<file path="src/rtl/counter_shift_reg.sv">
// counter_shift_reg: general-purpose state register for counter, timer and
// serializer datapaths. Supports parallel load (clamped to MAX), modulo
// up/down counting with wrap or saturate, and shift/rotate in both directions.
// A clock enable gates all updates except the wrap pulse, which always clears.

module counter_shift_reg #(
    parameter int LEN = 8,
    parameter int MAX = 2**LEN - 1
) (
    input  logic           clk,
    input  logic           clr,
    input  logic           clr_s,
    input  logic           clk_enable,
    input  logic [2:0]     op,
    input  logic           sat,
    input  logic [LEN-1:0] data,
    input  logic           sin,
    output logic [LEN-1:0] q,
    output logic           wrap,
    output logic           sout,
    output logic           zero,
    output logic           at_max
);

    localparam logic [2:0] OP_HOLD = 3'b000;
    localparam logic [2:0] OP_LOAD = 3'b001;
    localparam logic [2:0] OP_UP   = 3'b010;
    localparam logic [2:0] OP_DOWN = 3'b011;
    localparam logic [2:0] OP_SHL  = 3'b100;
    localparam logic [2:0] OP_SHR  = 3'b101;
    localparam logic [2:0] OP_ROL  = 3'b110;
    localparam logic [2:0] OP_ROR  = 3'b111;

    localparam logic [LEN-1:0] MAX_Q = LEN'(MAX);
    // Limit compares run one bit wider so q above MAX (left behind by a
    // shift or rotate) is still ordered correctly against the limit.
    localparam logic [LEN:0]   MAX_W = {1'b0, MAX_Q};

    logic [LEN-1:0] q_next;
    logic           wrap_next;
    logic           sout_next;
    logic [LEN:0]   q_ext;
    logic [LEN:0]   data_ext;

    assign q_ext    = {1'b0, q};
    assign data_ext = {1'b0, data};

    // Next-state selection: synchronous clear first, then the op decode.
    always_comb begin
        q_next    = q;
        wrap_next = 1'b0;
        sout_next = sout;
        if (!clr_s) begin
            q_next = '0;
        end else begin
            case (op)
                OP_HOLD: q_next = q;
                OP_LOAD: q_next = (data_ext > MAX_W) ? MAX_Q : data;
                OP_UP: begin
                    if (q_ext >= MAX_W) begin
                        if (sat) begin
                            q_next = MAX_Q;
                        end else begin
                            q_next    = '0;
                            wrap_next = 1'b1;
                        end
                    end else begin
                        q_next = q + LEN'(1);
                    end
                end
                OP_DOWN: begin
                    if (q == '0) begin
                        if (sat) begin
                            q_next = '0;
                        end else begin
                            q_next    = MAX_Q;
                            wrap_next = 1'b1;
                        end
                    end else if (q_ext > MAX_W) begin
                        q_next = MAX_Q;
                    end else begin
                        q_next = q - LEN'(1);
                    end
                end
                OP_SHL: begin
                    q_next    = {q[LEN-2:0], sin};
                    sout_next = q[LEN-1];
                end
                OP_SHR: begin
                    q_next    = {sin, q[LEN-1:1]};
                    sout_next = q[0];
                end
                OP_ROL: begin
                    q_next    = {q[LEN-2:0], q[LEN-1]};
                    sout_next = q[LEN-1];
                end
                OP_ROR: begin
                    q_next    = {q[0], q[LEN-1:1]};
                    sout_next = q[0];
                end
                default: q_next = q;
            endcase
        end
    end

    // State registers; wrap is a one-cycle pulse so it clears even when disabled.
    always_ff @(posedge clk or negedge clr) begin
        if (!clr) begin
            q    <= '0;
            wrap <= 1'b0;
            sout <= 1'b0;
        end else if (clk_enable) begin
            q    <= q_next;
            wrap <= wrap_next;
            sout <= sout_next;
        end else begin
            wrap <= 1'b0;
        end
    end

    assign zero   = (q == '0);
    assign at_max = (q == MAX_Q);

endmodule
</file>
<file path="config.mk">
export PLATFORM = sky130hd
export DESIGN_NAME = counter_shift_reg
export DESIGN_NICKNAME = d
export VERILOG_FILES = /design/src/rtl/counter_shift_reg.sv
export SDC_FILE = /design/constraint.sdc
export NUM_CORES = 1
export LEC_CHECK = 0
export ABC_AREA = 1
export CORE_ASPECT_RATIO = 1.2
export CORE_UTILIZATION = 45
export DETAILED_ROUTE_END_ITERATION = 10
export MAX_ROUTING_LAYER = met4
export PLACE_DENSITY_LB_ADDON = 0.3
export SYNTH_ARGS = -nofsm -noshare
export SYNTH_HDL_FRONTEND = slang
export SYNTH_SLANG_ARGS = --single-unit
</file>
<file path="constraint.sdc">
create_clock -name clk -period 1.35 [get_ports clk]
set_input_delay 0.3375 -clock clk [delete_from_list [all_inputs] [get_ports clk]]
set_output_delay 0.3375 -clock clk [all_outputs]
set_load 0.005 [all_outputs]
</file>
==> flow_summary.toml <==
[status]
status = "complete, but fails checks"
failed_checks = "negative setup slack"

[sta]
worst_slack_ns = -0.406
rsz0062_at_grt = "yes"
setup_violations = 13
max_freq_ghz = 0.569
slew_violations = 0
hold_viol = 0
maxSlewHeadroom_pct = 82.8
fin_worst_skew_ns = 0.000340
period_needed_ns = 1.76
finalCritPeriodShare_pct = 130
whs_ns = 0.260
worstMarginPinSlew_ns = 0.256

[critical_path]
cp-start-kind = "register"
critPathKind = "register to output pin"
critPathArrivalTime_ns = 1.42
cp_max_fo = 2
r2r-end = "q[4]"
r2r_cells = 13
endpoint_kind = "output pin"
cp.required_ns = 1.01
r2r_slack_ns = -0.35
reg2reg_from = "q[0]"

[synth]
syn_area_mm2 = 0.00123
synth_cell_types = 27
syn_inst = 210
syn-num-nets = 230
synth_top_area_cell = "dfrtp_1"
yosysWarnings = 0
syn_avg_cell_area_um2 = 5.88
synthDominantCellAreaShare_pct = 20.3
ys_seq_area_share_pct = 20.3
synth_seq_cells = 10
synth_area_leaders = "dfrtp_1 (20%), nand2_1 (19%), nand3_1 (11%)"

[die]
dieHeight_um = 59.4
initial_utilization_pct = 47.9
coreArea_mm2 = 0.00258
die_area_mm2 = 0.00296
rows = 20
die_w_um = 49.8
io_pins = 29

[place]
dp.cells = 309
dpl-instance-area_mm2 = 0.00185
place.gp.congestion = 0.963
port_buffers = 28
dp.final_hpwl_mm = 3.24

[pwr]
p_leak_nw = 1.10
p_per_area_mw_per_mm2 = 836
vdd_drop_max_uv = 604

[finish]
final_common_cell = "nand2_1"
diodes = 0
layout_common_cells = "nand2_1 (61), buf_4 (50), nor2_1 (28), nand3_1 (26), buf_6 (18)"
syn2layout_area_growth_pct = 74.8
design_area_mm2 = 0.00216
nNetsFinal = 322
fin_cells = 334
drive_above_1_share_pct = 38.9

[global_route]
grt_overflow = 0
grt_usage_pct = 37.6
grt_max_degree = 11
grt_first_pass_wirelength_mm = 8.08
grt_pass1_vias = 1810
grt_antenna_before_repair = 0

[clock_tree]
clk_latency_ns = 0.27
tritoncts = "yes"
clock_sinks = 10
cts_root_buf = "clkbuf_4"
clock_path_buffers = 2
cts_htree_levels = 1
cts.clk_slew.worst_paths_ns = 0.07
cts_made_buffers = 3

[detailed_routing]
vias = 1881
via_per_inst = 5.63
dr.pass1.iters = 6
postRouteAntennaNets = 0
wl_per_cell_um = 15.8
drc = 0
drt_iter0_markers = 138
drt-total-wl_mm = 5.27

[job]
maxCapViolCount = 0

[min_path]
hold_path.class = "primary input to asynchronous set/reset pin"
==> state kept, by name (all words and copies together) (netlist names) <==
register / count
wrap: 1
q: 8
sout: 1
==> worst max path at each step <==
stage / slack, ns / to / start
after global placement: -0.42 / q[0] / op[1]
after global routing: -0.45 / zero / q[0]
after detailed placement: -0.46 / q[2] / op[0]
final: -0.41 / zero / q[0]
after CTS: -0.40 / zero / q[0]
after floorplan: -0.08 / q[0] / q[0]
==> synthesized netlist by cell type <==
cell and n:
o21ai_2 1, clkinvlp_4 1, nand2_1 64, nor2_1 30, or2_2 1, o2111ai_1 1
a31oi_1 6, nor3_1 3, nand2_2 5, dfrtp_1 10, ha_1 3, o21ai_0 16
inv_2 6, inv_1 13, o211a_1 1, nor3_4 1, clkinv_4 1, nor2_2 3
nand2_4 3, nand4_1 2, nand3_1 26, buf_4 2, buf_6 3, nor3b_1 1
a21oi_1 1, o21ai_1 5, nor2_4 1
==> where the power goes <==
| part | switching (W) | leakage [nW] | internal (W) |
|---|---|---|---|
| logic | 0.000583 | 0.956 | 0.000561 |
| clock network | 0.000118 | 0.0210 | 0.000164 |
| registers | 0.0000402 | 0.125 | 0.000338 |
==> per-stage QoR <==
step / util, % / total power, W / worst slack (ns) / TNS [ns]
2_1_floorplan: - / 0.000847 / -0.0764 / -0.567
5_1_grt: 83.7 / 0.00190 / -0.450 / -4.85
4_1_cts: 80.8 / 0.00166 / -0.401 / -3.97
3_5_place_dp: 71.7 / 0.00125 / -0.462 / -5.29
3_3_place_gp: 71.7 / 0.00124 / -0.416 / -4.79
6_report: 83.7 / 0.00180 / -0.406 / -4.12
==> critical path, stage by stage (launching register included) <==
cell and delay [ns]:
dfrtp_2 0.44, buf_6 0.14, inv_4 0.06, ha_4 0.12
inv_2 0.03, nor3_4 0.14, nand2_4 0.08, inv_2 0.06
buf_6 0.08
==> final cells by class <==
| class | count | area [um^2] |
|---|---|---|
| multi-input cells | 174 | 927 |
| fillers | 144 | 419 |
| flip-flops and latches | 10 | 256 |
| clock buffers | 4 | 36.3 |
| inverters | 21 | 92.6 |
| well taps | 33 | 41.3 |
| repair buffers | 92 | 805 |
==> kinds of logic after synthesis <==
logic type,Yosys count,share of synthesized area (%)
buffers and inverters,26,11.0
AOI/OAI and AO/OA,31,14.2
adders and majority gates,3,3.04
and+or+nand+nor,140,51.5
DFF,10,20.3
==> metal layers <==
layer	track usage (%)	up-vias	share of wire, %
li1	-	869	-
met4	22.9	0	4.8
met2	62.7	141	49
met3	2.31	41	8.6
met1	44.5	830	38
met5	-	-	0
==> repair_timing <==
| action | in CTS | in global routing |
|---|---|---|
| endpoints found under the setup margin | 21 | 18 |
| resized for setup | 52 | 25 |
| pin swaps | 1 | 6 |
| endpoints found under the hold margin | 0 | 0 |
| hold buffers | 0 | 0 |
| buffers inserted | 18 | 6 |
No activity file was read; power rests on OpenSTA's default activity.
